==> config.mk <==
export PLATFORM = sky130hd
export DESIGN_NAME = button_events
export DESIGN_NICKNAME = d
export VERILOG_FILES = /design/src/rtl/button_events_pkg.sv /design/src/rtl/button_event_channel.sv /design/src/rtl/button_events.sv
export SDC_FILE = /design/constraint.sdc
export NUM_CORES = 1
export LEC_CHECK = 0
export BUFFER_PORTS_ARGS = -buffer_cell sky130_fd_sc_hd__buf_2
export CAP_MARGIN = 20
export CORE_AREA = 3 3 160 162
export CTS_BUF_LIST = sky130_fd_sc_hd__clkbuf_4 sky130_fd_sc_hd__clkbuf_8 sky130_fd_sc_hd__clkbuf_16
export DETAILED_ROUTE_END_ITERATION = 7
export DIE_AREA = 0 0 163 165
export PLACE_DENSITY = 0.68
export RECOVER_POWER = 50
export SLEW_MARGIN = 30
export SYNTH_ARGS = -nofsm -noshare
export SYNTH_HDL_FRONTEND = slang
export SYNTH_SLANG_ARGS = --single-unit
export TNS_END_PERCENT = 30
==> constraint.sdc <==
create_clock -name clk -period 2 [get_ports clk]
set_input_delay 0.4 -clock clk [delete_from_list [all_inputs] [get_ports clk]]
set_output_delay 0.4 -clock clk [all_outputs]
set_load 0.005 [all_outputs]
==> src/rtl/button_events_pkg.sv <==
// Purpose: shared constants for the push-button conditioner (timing defaults, channel indices).
// Latency: n/a (constants and a helper function only).
// Backpressure: n/a.
package button_events_pkg;

  // Board clock and human-scale timing defaults
  localparam int CLK_HZ      = 100_000_000;
  localparam int DEBOUNCE_MS = 10;
  localparam int LONG_MS     = 1000;
  localparam int REPEAT_MS   = 200;

  // Derived cycle counts at CLK_HZ
  localparam int CYCLES_PER_MS          = CLK_HZ / 1000;
  localparam int DEBOUNCE_CYCLES_DEFAULT = CYCLES_PER_MS * DEBOUNCE_MS;
  localparam int LONG_CYCLES_DEFAULT     = CYCLES_PER_MS * LONG_MS;
  localparam int REPEAT_CYCLES_DEFAULT   = CYCLES_PER_MS * REPEAT_MS;

  // Board button positions on the btn_in bus
  localparam int BTN_U = 0;
  localparam int BTN_C = 1;
  localparam int BTN_L = 2;
  localparam int BTN_R = 3;
  localparam int BTN_D = 4;

  // Larger of two counts, used to size the shared hold/repeat counter
  function automatic int max_int(input int a, input int b);
    return (a > b) ? a : b;
  endfunction

endpackage

==> src/rtl/button_event_channel.sv <==
// Purpose: one button channel: 2-FF sync, counter debounce, press/release/long/repeat pulses.
// Latency: btn_raw stable from edge t -> btn_level and press/release pulse at edge t+2+DEBOUNCE_CYCLES.
// Backpressure: none; pulses are one-cycle, fire-and-forget. Macro BUTTON_EVENTS_AUTO_REPEAT_EN adds auto-repeat.
module button_event_channel
  import button_events_pkg::*;
#(
  parameter int DEBOUNCE_CYCLES = DEBOUNCE_CYCLES_DEFAULT,
  parameter int LONG_CYCLES     = LONG_CYCLES_DEFAULT,
  parameter int REPEAT_CYCLES   = REPEAT_CYCLES_DEFAULT
) (
  input  logic clk,
  input  logic reset,
  input  logic btn_raw,
  output logic btn_level,
  output logic press_pulse,
  output logic release_pulse,
  output logic long_pulse,
  output logic repeat_pulse
);

  localparam int DW = $clog2(DEBOUNCE_CYCLES + 1);
  localparam int HW = $clog2(max_int(LONG_CYCLES, REPEAT_CYCLES) + 1);
  localparam logic [DW-1:0] DEB_LAST  = DW'(DEBOUNCE_CYCLES - 1);
  localparam logic [HW-1:0] LONG_LAST = HW'(LONG_CYCLES - 1);

  logic          sync1;
  logic          sync2;
  logic [DW-1:0] deb_cnt;
  logic [HW-1:0] hold_cnt;
  logic          long_done;
  logic          flip;

  // The debounced level changes this cycle: input has disagreed long enough
  assign flip = (sync2 != btn_level) && (deb_cnt == DEB_LAST);

  // Two-stage synchroniser for the asynchronous button input
  always_ff @(posedge clk) begin
    if (reset) begin
      sync1 <= 1'b0;
      sync2 <= 1'b0;
    end else begin
      sync1 <= btn_raw;
      sync2 <= sync1;
    end
  end

  // Debounce counter; level and edge pulses update together so the pulse lines up with the new level
  always_ff @(posedge clk) begin
    if (reset) begin
      deb_cnt       <= '0;
      btn_level     <= 1'b0;
      press_pulse   <= 1'b0;
      release_pulse <= 1'b0;
    end else begin
      press_pulse   <= flip & sync2;
      release_pulse <= flip & ~sync2;
      if (sync2 == btn_level) begin
        deb_cnt <= '0;
      end else if (deb_cnt == DEB_LAST) begin
        btn_level <= sync2;
        deb_cnt   <= '0;
      end else begin
        deb_cnt <= deb_cnt + DW'(1);
      end
    end
  end

  // Hold counter: a level flip (either way) clears it, so a release always beats a long/repeat threshold
  always_ff @(posedge clk) begin
    if (reset) begin
      hold_cnt   <= '0;
      long_done  <= 1'b0;
      long_pulse <= 1'b0;
    end else begin
      long_pulse <= 1'b0;
      if (!btn_level || flip) begin
        hold_cnt  <= '0;
        long_done <= 1'b0;
      end else if (!long_done) begin
        if (hold_cnt == LONG_LAST) begin
          long_pulse <= 1'b1;
          long_done  <= 1'b1;
`ifdef BUTTON_EVENTS_AUTO_REPEAT_EN
          hold_cnt   <= '0;
`endif
        end else begin
          hold_cnt <= hold_cnt + HW'(1);
        end
      end
`ifdef BUTTON_EVENTS_AUTO_REPEAT_EN
      else if (hold_cnt == HW'(REPEAT_CYCLES - 1)) begin
        hold_cnt <= '0;
      end else begin
        hold_cnt <= hold_cnt + HW'(1);
      end
`endif
      // Without auto-repeat the counter simply saturates once long_done is set
    end
  end

`ifdef BUTTON_EVENTS_AUTO_REPEAT_EN
  logic repeat_q;

  // Repeat tick every REPEAT_CYCLES after the long press, dropped if the button releases that cycle
  always_ff @(posedge clk) begin
    if (reset) begin
      repeat_q <= 1'b0;
    end else begin
      repeat_q <= btn_level && !flip && long_done && (hold_cnt == HW'(REPEAT_CYCLES - 1));
    end
  end

  assign repeat_pulse = repeat_q;
`else
  assign repeat_pulse = 1'b0;
`endif

endmodule

==> src/rtl/button_events.sv <==
// Purpose: N-channel push-button conditioner; one independent button_event_channel per bit.
// Latency: input edge to debounced level/pulse is 2+DEBOUNCE_CYCLES clocks; all outputs registered.
// Backpressure: none; outputs are one-cycle pulses. Auto-repeat enabled by BUTTON_EVENTS_AUTO_REPEAT_EN.
module button_events
  import button_events_pkg::*;
#(
  parameter int NUM_BTN         = 5,
  parameter int DEBOUNCE_CYCLES = DEBOUNCE_CYCLES_DEFAULT,
  parameter int LONG_CYCLES     = LONG_CYCLES_DEFAULT,
  parameter int REPEAT_CYCLES   = REPEAT_CYCLES_DEFAULT
) (
  input  logic               clk,
  input  logic               reset,
  input  logic [NUM_BTN-1:0] btn_in,
  output logic [NUM_BTN-1:0] btn_level,
  output logic [NUM_BTN-1:0] press_pulse,
  output logic [NUM_BTN-1:0] release_pulse,
  output logic [NUM_BTN-1:0] long_pulse,
  output logic [NUM_BTN-1:0] repeat_pulse
);

  // One channel per button; the top only routes bits
  for (genvar i = 0; i < NUM_BTN; i++) begin : g_ch
    button_event_channel #(
      .DEBOUNCE_CYCLES(DEBOUNCE_CYCLES),
      .LONG_CYCLES    (LONG_CYCLES),
      .REPEAT_CYCLES  (REPEAT_CYCLES)
    ) u_ch (
      .clk          (clk),
      .reset        (reset),
      .btn_raw      (btn_in[i]),
      .btn_level    (btn_level[i]),
      .press_pulse  (press_pulse[i]),
      .release_pulse(release_pulse[i]),
      .long_pulse   (long_pulse[i]),
      .repeat_pulse (repeat_pulse[i])
    );
  end

endmodule

==> impl_metrics.yaml, run 1 <==
power_and_ir_drop:
  swShare: 0.196
  pwr-share-seq: 0.465
  p_clk_frac: 0.530
  power.switching_mw: 2.28
  pwr-share-comb: 0.005
  intPower_mw: 9.33
  irDropWorstVdd_mv: 0.667
  p_leak_nw: 4.34
  pwr_density_cell_nw_per_um2: 834
synth:
  synth_compound_area_frac: 0.0602
  ys.flop_type: "dfxtp_1"
  ys_seq_elements: 270
  async_flop_share: 0
  synth_mux_area_frac: 0.00660
  synth_cells: 1399
  ys_seq_area_frac: 0.446
  yosys-top-cells-area: "dfxtp_1 45%, xnor2_1 7.1%, nor2_1 6.7%"
  synth_top_area_frac: 0.446
  synthDistinctLibCells: 53
  synth-xor-area-share: 0.121
  yosys.area_share.adder: 0.0103
  synthSimpleGateAreaFrac: 0.314
  synth_top_family_by_area: "simple AND/OR/NAND/NOR gates"
  avgSynthCellArea_um2: 8.67
  yosys.area.top_type: "dfxtp_1"
  synth-edff-count: 0
  ys_warn_count: 0
  syn_area_um2: 12100
sta:
  drv_slew: 0
  period_minus_slack_ns: 1.90
  worstMarginPinSlew_ns: 0.956
  setup_viol: 0
  hold_violations: 0
  period_share: 0.952
  fin_skew_ns: 0.0134
  clock.fmax_mhz: 525
  slew_headroom: 0.363
  rsz0062_at_grt: "true"
  fin_ws_ns: 0.0953
  whs_ns: 0.0693
cells_and_area:
  mostFrequentLayoutCells: "270 x dfxtp_1, 215 x nor2_1, 98 x xnor2_1"
  n_antenna_cell: 0
  post_route_cells_drive_above_1_share: 0.0970
  utilization: 0.574
  synthToLayoutAreaGrowth_pct: 14.7
  stdcell_area_um2: 13900
  layout.nets: 1468
  layout_commonest_cell: "dfxtp_1"
clock_network:
  numCtsBuffers: 30
  clockRootBuffer: "clkbuf_16"
  numClockSinks: 270
  clkTransAtPathRegs_ns: 0.06
  cts_tree: "done"
  cts.htree.levels: 1
  clk_latency_ns: 0.55
  cts_buffer_depth: 3
routing:
  highest_layer: "met4"
  dr.pass1.iters: 5
  wire_per_inst_um: 12.9
  viasPerCell: 5.41
  route.met3.wl_um: 764
  drc_errors: 0
  drt-initial-drc-count: 537
  dr_total_vias: 9719
  antenna_left: 0
  met1_length_um: 11500
  wirelength_um: 23100
  route.met2.wl_um: 10400
global_route:
  grt_start_max_net_pins: 31
  antenna_found_initial: 0
  gr-usage-all-layers: 0.173
  grt_pass1_vias: 9136
  grt_pass1_wl_um: 41000
  globalRoute.totalOverflow: 0
critical_path:
  required_ns: 2.43
  endpoint_kind: "flop"
  r2r_start: "g_ch[3].u_ch.deb_cnt[0]"
  crit_path_max_incr_delay_ns: 0.48
  startpoint: "g_ch[3].u_ch.deb_cnt[0]"
  critical_path.cell_chain: "ha_1 -> nand3_1 -> or3_1 -> o21ai_2 -> buf_12 -> o21ai_0"
  worstSetupPathType: "reg -> reg"
  cp_slowest_cell: "or3_1"
  cp_max_fo: 30
  arrival_ns: 2.34
  start_kind: "flop"
status:
  status: "finished, final reports clean"
min_path:
  min_path_type: "in -> reg"
  min_from: "btn_in[0]"
placement:
  io_buffers: 26
  pre_cts_ws_ns: 0.0652
  hpwlAfterDp_um: 15500
  placed_area_um2: 12800
  gp_congestion: 0.816
die:
  die_h_um: 165
  fp-row-count: 57
  core_um2: 24200
  die_w_um: 163
  io_pins: 32
  start_util: 0.500
  die_area_um2: 26900
flow_run:
  max_cap_viol_count: 0
## repair_timing
item	CTS	global route
endpoints found under the setup margin	0	26
gates resized for setup	0	8
hold buffers	0	0
setup buffers	0	0
endpoints found under the hold margin	0	0
## power groups by stage
stage                     combinational [mW]  clock (mW)  sequential (mW)
after global routing                  0.0678        6.51             5.40
final                                 0.0583        6.15             5.40
after detailed placement              0.0668           0             5.52
after global placement                0.0664           0             5.52
after floorplan                       0.0421           0             5.52
after CTS                             0.0673        6.30             5.40
## worst max-delay path, delay by kind of cell, from the launching register on
kind	cells	cell delay (ns)
DFF	1	0.39
buffers and inverters	1	0.20
and+or+nand+nor	2	0.63
AOI/OAI and AO/OA	2	0.30
adders and majority gates	1	0.26
## layout make-up
class / instances / area (µm²)
Clock buffer: 33 / 803
Clock inverter: 22 / 330
Fill cell: 2221 / 10300
Inverter: 22 / 82.6
Multi-Input combinational cell: 1042 / 6290
Sequential cell: 270 / 5410
Tap cell: 324 / 405
Timing Repair Buffer: 85 / 589
## flip-flops by register name, summed over array words and instances, names as in the netlist
register	cells
g_ch.u_ch.btn_level	5
g_ch.u_ch.long_done	5
g_ch.u_ch.release_pulse	5
g_ch.u_ch.sync1	5
g_ch.u_ch.long_pulse	5
g_ch.u_ch.deb_cnt	100
g_ch.u_ch.sync2	5
g_ch.u_ch.press_pulse	5
g_ch.u_ch.hold_cnt	135
## Yosys cell counts, types with 8 or more instances
cell and instances:
nand4_1 54, buf_4 25, nor4b_1 14, and3_1 42, inv_1 22, o21ai_1 8
or4_1 20, buf_2 22, nand2_1 91, o21ai_0 32, nor4_1 37, nor2b_1 19
nor2_1 215, xor2_1 70, a21oi_1 52, and2_1 8, nand3_1 89, clkbuf_1 19
or3_1 37, mux2i_1 8, nor3_1 42, and4_1 21, xnor2_1 98, o31ai_1 16
ha_1 10, dfxtp_1 270
## path summary, 6_finish.rpt
| kind | slack [ns] | cells after the start | endpoint |
|---|---|---|---|
| worst max register to register | 0.1 | 6 | g_ch[3].u_ch.btn_level |
| worst max-delay path | 0.1 | 6 | g_ch[3].u_ch.btn_level |
| worst min-delay path | 0.07 | 2 | g_ch[0].u_ch.sync1 |
| worst min register to register | 0.44 | 1 | g_ch[1].u_ch.sync2 |
## stage by stage
step	setup TNS, ns	total power, mW	std cells
finish	0	11.6	1798
global route	-0.741	12.0	1798
CTS	0	11.8	1797
detailed placement	0	5.59	1742
global placement	0	5.58	1742
floorplan	0	5.56	1403
## layer usage
metal / vias up / global-route usage
met5: - / 0
met4: 0 / 0.0427
met3: 37 / 0.0263
met2: 134 / 0.288
met1: 4545 / 0.236
li1: 5003 / -
## cells by family (layout without fill, tap and decap cells)
| logic type | after synthesis | count (layout) |
|---|---|---|
| adder cells (fa/ha/maj) | 10 | 10 |
| buffers and inverters | 92 | 162 |
| flip-flops | 270 | 270 |
| other | 1 | 5 |
| AND/OR/NAND/NOR | 725 | 725 |
| XOR/XNOR | 168 | 168 |
| multiplexers | 8 | 8 |
| AO/OA/AOI/OAI | 125 | 126 |
Note: power is estimated with default switching activity, not from simulation.
==> run 2, diff against run 1 <==
--- a/config.mk
+++ b/config.mk
@@ -5,12 +5,13 @@
 export SDC_FILE = /design/constraint.sdc
 export NUM_CORES = 1
 export LEC_CHECK = 0
+export ABC_AREA = 1
 export BUFFER_PORTS_ARGS = -buffer_cell sky130_fd_sc_hd__buf_2
 export CAP_MARGIN = 20
-export CORE_AREA = 3 3 160 162
+export CORE_AREA = 3 3 177 179
 export CTS_BUF_LIST = sky130_fd_sc_hd__clkbuf_4 sky130_fd_sc_hd__clkbuf_8 sky130_fd_sc_hd__clkbuf_16
 export DETAILED_ROUTE_END_ITERATION = 7
-export DIE_AREA = 0 0 163 165
+export DIE_AREA = 0 0 180 182
 export PLACE_DENSITY = 0.68
 export RECOVER_POWER = 50
 export SLEW_MARGIN = 30
==> run 2 against run 1 <==
  * Core utilization is 1.4 points lower
  * Critical path type unchanged
  * Clock power is 4.6% lower
  * Sequential power hardly changed
  * Clock skew is 0.00072 ns higher
  * Die area is 22% higher
  * Sequential cell count stayed put
  * Highest routed layer unchanged
  * Hold slack worse by 0.025 ns
==> impl_metrics.yaml, run 2 <==
cells_and_area:
  synthToLayoutAreaGrowth_pct: 11.6
  utilization: 0.560
  post_route_cells_drive_above_1_share: 0.0763
  largest_reg_flops: 135
  layout_commonest_cell: "nand2_1"
  layout.nets: 2407
  reg_top3: "g_ch.u_ch.hold_cnt (135), g_ch.u_ch.deb_cnt (100)"
  n_antenna_cell: 0
  instances_no_fill: 2801
  regMostFlops: "g_ch.u_ch.hold_cnt"
  mostFrequentLayoutCells: "719 x nand2_1, 417 x nor2_1, 269 x dfxtp_1"
synth:
  synth-edff-count: 0
  ys_top_cells_by_count: "719 x nand2_1, 421 x nor2_1, 270 x dfxtp_1, 237 x inv_1, 153 x nand3_1"
  synth-xor-area-share: 0.0628
  async_flop_share: 0
  synth_cells: 2349
  ys.flop_type: "dfxtp_1"
  synth_mux_area_frac: 0
  ys_seq_elements: 270
  synth_most_common_cell: "nand2_1"
  yosys.area_share.adder: 0.00839
  synth_top_area_frac: 0.362
  synth_compound_area_frac: 0.0639
  ys_warn_count: 0
  yosys.area.top_type: "dfxtp_1"
  synth_top_family_by_area: "simple AND/OR/NAND/NOR gates"
  ys_seq_area_frac: 0.362
  syn_area_um2: 14900
  avgSynthCellArea_um2: 6.35
  synthDistinctLibCells: 36
  synthSimpleGateAreaFrac: 0.410
  yosys-top-cells-area: "dfxtp_1 36%, nand2_1 18%, nor2_1 11%"
critical_path:
  crit_path_max_incr_delay_ns: 0.38
  path_delay_family: "simple AND/OR/NAND/NOR gates"
  startpoint: "g_ch[2].u_ch.hold_cnt[1]"
  critical_path.cell_chain: "ha_1 -> nand3_1 -> buf_4 -> inv_2 -> nand2_2 -> nor2_2 -> nand2_2 -> nand2_2 -> buf_6 -> nand2_1 -> a21oi_1"
  required_ns: 2.48
  worstSetupPathType: "reg -> reg"
  r2r_start: "g_ch[2].u_ch.hold_cnt[1]"
  start_kind: "flop"
  cp_slowest_cell: "dfxtp_1"
  crit_buf_inv: 3
  arrival_ns: 2.36
  endpoint_kind: "flop"
  path_common_cell: "nand2_2"
  cp_max_fo: 10
sta:
  fin_ws_ns: 0.120
  fin_skew_ns: 0.0142
  period_share: 0.940
  drv_slew: 0
  clock.fmax_mhz: 532
  slew_headroom: 0.177
  setup_viol: 0
  hold_violations: 0
  period_minus_slack_ns: 1.88
  fin_tns_setup_ns: 0
  worstMarginPinSlew_ns: 1.23
die:
  die_h_um: 182
  fp-row-count: 63
  die_area_um2: 32800
  io_pins: 32
  core_um2: 29700
  die_w_um: 180
  start_util: 0.502
flow_run:
  max_cap_viol_count: 0
routing:
  wirelength_um: 33300
  viasPerCell: 5.04
  drc_errors: 0
  dr_total_vias: 14100
  dr.pass1.iters: 4
  wire_per_inst_um: 11.9
  drt-initial-drc-count: 844
  antenna_left: 0
clock_network:
  numClockSinks: 270
  clkTransAtPathRegs_ns: 0.06
  numCtsBuffers: 31
  cts.htree.levels: 1
  clockRootBuffer: "clkbuf_16"
  cts_buffer_depth: 3
  clk_latency_ns: 0.56
  cts_setup_buffers: 0
  cts_tree: "done"
placement:
  dp.cells: 2747
  hpwlAfterDp_um: 24200
  pre_cts_ws_ns: -0.0278
  gp_congestion: 0.929
  io_buffers: 26
power_and_ir_drop:
  p_leak_nw: 5.54
  total_power_mw: 11.3
  irDropWorstVdd_mv: 0.614
  pwr_density_cell_nw_per_um2: 681
status:
  status: "finished, final reports clean"
global_route:
  globalRoute.totalOverflow: 0
  grt_start_max_net_pins: 28
  antenna_found_initial: 0
  grt_pass1_wl_um: 58100
  gr-usage-all-layers: 0.200
  grt_pass1_vias: 13100
min_path:
  min_path_type: "in -> reg"
  min_from: "btn_in[1]"
run 2: changes by cell type in the layout (fill, tap and decap cells not counted), moves of 19 or more:
cell | previous run | this run
nor4_1 | 35 | 2
and4_1 | 21 | 0
xnor2_1 | 98 | 37
and3_1 | 42 | 3
inv_1 | 22 | 237
nand3_1 | 89 | 153
a21oi_1 | 51 | 133
or4_1 | 20 | 0
or3_1 | 37 | 0
nand2_1 | 91 | 719
nor2_1 | 215 | 417
nor2b_1 | 19 | 0
run 2: what timing repair did:
item,in CTS,in global routing
hold buffers,0,0
gates resized for setup,1,11
endpoints found under the setup margin,14,75
pin swaps,0,0
run 2: cells by family (layout without fill, tap and decap cells):
kind of cell	after synthesis	after routing
and+or+nand+nor	1467	1467
buffers and inverters	318	376
DFF	270	270
AOI/OAI and AO/OA	176	176
xor gates and xnor gates	107	107
adders and majority gates	10	10
other	1	5
run 2: worst paths after layout:
path | slack [ns] | depth (start not counted) | to
hold reg to reg | 0.39 | 2 | g_ch[3].u_ch.sync2
setup / recovery | 0.12 | 11 | g_ch[2].u_ch.hold_cnt[21]
hold / removal | 0.04 | 3 | g_ch[1].u_ch.sync1
setup reg to reg | 0.12 | 11 | g_ch[2].u_ch.hold_cnt[21]
run 2: per-layer routing:
layer | vias up | wire [µm] | share of wire | track usage
li1 | 7447 | - | - | -
met1 | 6361 | 15900 | 0.48 | 0.259
met2 | 254 | 15400 | 0.46 | 0.352
met3 | 52 | 1370 | 0.041 | 0.0315
met4 | 0 | 638 | 0.019 | 0.0446
met5 | - | 0 | 0 | 0
run 2: cell type report:
cell class / instances / area (µm²)
clock inverter: 12 / 168
multi-input combinational: 1765 / 8180
fill: 2881 / 13100
tap: 390 / 488
timing repair buffer: 77 / 571
clock buffer: 42 / 915
sequential: 270 / 5410
inverter: 245 / 920
run 2: power by group:
group	switching (mW)	internal (mW)
registers	0.00715	5.39
logic	0.0469	0.0185
clock network	2.19	3.68
total	2.25	9.09
run 2: worst reg2reg max path, cell delays in order, from the launching register on:
cell	delay, ns
dfxtp_1	0.38
ha_1	0.20
nand3_1	0.11
buf_4	0.17
inv_2	0.07
nand2_2	0.09
nor2_2	0.14
nand2_2	0.12
nand2_2	0.13
buf_6	0.16
nand2_1	0.07
a21oi_1	0.15
run 2: per-stage QoR:
step	cell area (µm²)	hold slack, ns
floorplan	14900	0.388
global placement	15500	0.392
detailed placement	15600	0.398
CTS	16600	0.00568
global route	16600	0.0413
finish	16600	0.0442
==> run 3, diff against run 2 <==
--- a/config.mk
+++ b/config.mk
@@ -12,6 +12,7 @@
 export CTS_BUF_LIST = sky130_fd_sc_hd__clkbuf_4 sky130_fd_sc_hd__clkbuf_8 sky130_fd_sc_hd__clkbuf_16
 export DETAILED_ROUTE_END_ITERATION = 7
 export DIE_AREA = 0 0 180 182
+export HOLD_SLACK_MARGIN = 0.08
 export PLACE_DENSITY = 0.68
 export RECOVER_POWER = 50
 export SLEW_MARGIN = 30
==> run 3 against run 2 <==
  * First-iteration DRC count is 0.71% lower
  * Via count increased by 0.35%
  * Wire length is essentially flat
  * Critical path depth unchanged
  * Design area increased by 0.32%
  * Clock-buffer cell count unchanged
  * Non-clock buffer count increased by 5
  * Clock skew shrank 0.0014 ns
  * Global-route usage about the same
  * Register-to-register slack is essentially flat
  * Hold slack improved by 0.28 ns
  * Largest cell class unchanged
==> impl_metrics.yaml, run 3 (same netlist as run 2, synthesis figures left out) <==
critical_path:
  start_kind: "flop"
  endpoint_kind: "flop"
  worstSetupPathType: "reg -> reg"
  required_ns: 2.48
  arrival_ns: 2.36
  cp_max_fo: 10
die:
  io_pins: 32
  die_area_um2: 32800
  die_w_um: 180
  die_h_um: 182
  core_um2: 29700
  start_util: 0.502
  fp-row-count: 63
cells_and_area:
  mostFrequentLayoutCells: "719 x nand2_1, 417 x nor2_1, 269 x dfxtp_1"
  reg_top3: "g_ch.u_ch.hold_cnt (135), g_ch.u_ch.deb_cnt (100)"
  largest_reg_flops: 135
  utilization: 0.562
  n_antenna_cell: 0
  regMostFlops: "g_ch.u_ch.hold_cnt"
  layout.nets: 2412
  post_route_cells_drive_above_1_share: 0.0766
  synthToLayoutAreaGrowth_pct: 11.9
  layout_commonest_cell: "nand2_1"
routing:
  dr_total_vias: 14200
  drc_errors: 0
  viasPerCell: 5.05
  wire_per_inst_um: 11.9
  wirelength_um: 33300
  drt-initial-drc-count: 838
  antenna_left: 0
  dr.pass1.iters: 5
placement:
  io_buffers: 26
  hpwlAfterDp_um: 24200
  gp_congestion: 0.929
sta:
  worstMarginPinSlew_ns: 0.594
  fin_tns_setup_ns: 0
  clock.fmax_mhz: 532
  slew_headroom: 0.603
  period_minus_slack_ns: 1.88
  fin_skew_ns: 0.0127
  drv_slew: 0
  period_share: 0.940
  setup_viol: 0
  hold_violations: 0
global_route:
  grt_pass1_vias: 13100
  use_met2: 0.353
  globalRoute.totalOverflow: 0
  grt_pass1_wl_um: 58100
  gr-usage-all-layers: 0.200
  use_met3: 0.0313
  grt_start_max_net_pins: 28
  grt_use_met1: 0.259
  top_usage_layer: "met2"
  antenna_found_initial: 0
clock_network:
  cts_tree: "done"
  numCtsBuffers: 31
  clkTransAtPathRegs_ns: 0.06
  cts_setup_buffers: 0
  clockRootBuffer: "clkbuf_16"
  cts_buffer_depth: 3
  clk_latency_ns: 0.56
  numClockSinks: 270
  cts.htree.levels: 1
power_and_ir_drop:
  intPower_mw: 9.10
  p_clk_frac: 0.518
  swShare: 0.198
  pwr-share-comb: 0.007
  pwr_density_cell_nw_per_um2: 680
  p_leak_nw: 5.56
  irDropWorstVdd_mv: 0.613
  power.switching_mw: 2.25
  pwr-share-seq: 0.476
min_path:
  min_path_type: "in -> reg"
status:
  status: "finished, final reports clean"
flow_run:
  max_cap_viol_count: 0
==> run 3: changes by cell type in the layout (fill, tap and decap cells not counted), sizes merged <==
cell | before | now
buf | 63 | 64
dlygate4sd3 | 0 | 5
clkbuf | 56 | 55
==> run 3: cell type report <==
type / instances / area [µm²]
fillers: 2876 / 13000
multi-input cells: 1765 / 8180
flip-flops and latches: 270 / 5410
inverters: 245 / 920
clock buffers: 42 / 915
repair buffers: 82 / 624
well taps: 390 / 488
clock inverters: 12 / 168
==> run 3: repair_timing <==
action                                  4_1_cts  5_1_grt
cloned                                        0        0
resized for setup                             1       11
endpoints found under the setup margin       14       75
hold buffers                                  5        0
endpoints found under the hold margin         5        0
==> run 3: per-stage QoR <==
stage / hold WS [ns] / worst slack, ns / power (mW) / std cells / cell area [µm²]
after floorplan: 0.388 / 0.357 / 5.56 / 2353 / 14900
after global placement: 0.392 / 0.0229 / 5.58 / 2747 / 15500
after detailed placement: 0.398 / -0.0278 / 5.59 / 2747 / 15600
after CTS: 0.298 / 0.0776 / 11.5 / 2806 / 16700
after global routing: 0.335 / -0.00894 / 11.8 / 2806 / 16700
final: 0.325 / 0.120 / 11.3 / 2806 / 16700
==> run 3: worst max-delay path, cell delays in order (launching register included) <==
cell and delay (ns):
dfxtp_1 0.38, ha_1 0.20, nand3_1 0.11, buf_4 0.17
inv_2 0.07, nand2_2 0.10, nor2_2 0.14, nand2_2 0.12
nand2_2 0.13, buf_6 0.16, nand2_1 0.06, a21oi_1 0.15
==> run 3: layer usage <==
| metal | routed length [µm] | vias to the layer above |
|---|---|---|
| met5 | 0 | - |
| met4 | 651 | 0 |
| met3 | 1390 | 53 |
| met2 | 15400 | 272 |
| met1 | 15800 | 6381 |
| li1 | - | 7458 |
==> run 3: power by group through the flow <==
stage | clock, mW | combinational, mW | sequential (mW)
after CTS | 6.05 | 0.0763 | 5.40
after global placement | 0 | 0.0679 | 5.52
after global routing | 6.28 | 0.0846 | 5.40
after detailed placement | 0 | 0.0686 | 5.52
final | 5.88 | 0.0744 | 5.40
after floorplan | 0 | 0.0481 | 5.51
==> run 3: final timing paths <==
| kind | start | end | slack, ns | cells past startpoint |
|---|---|---|---|---|
| min reg2reg | g_ch[3].u_ch.sync1 | g_ch[3].u_ch.sync2 | 0.40 | 2 |
| max reg2reg | g_ch[2].u_ch.hold_cnt[1] | g_ch[2].u_ch.hold_cnt[21] | 0.12 | 11 |
| min | reset | g_ch[1].u_ch.sync1 | 0.33 | 3 |
| max | g_ch[2].u_ch.hold_cnt[1] | g_ch[2].u_ch.hold_cnt[21] | 0.12 | 11 |
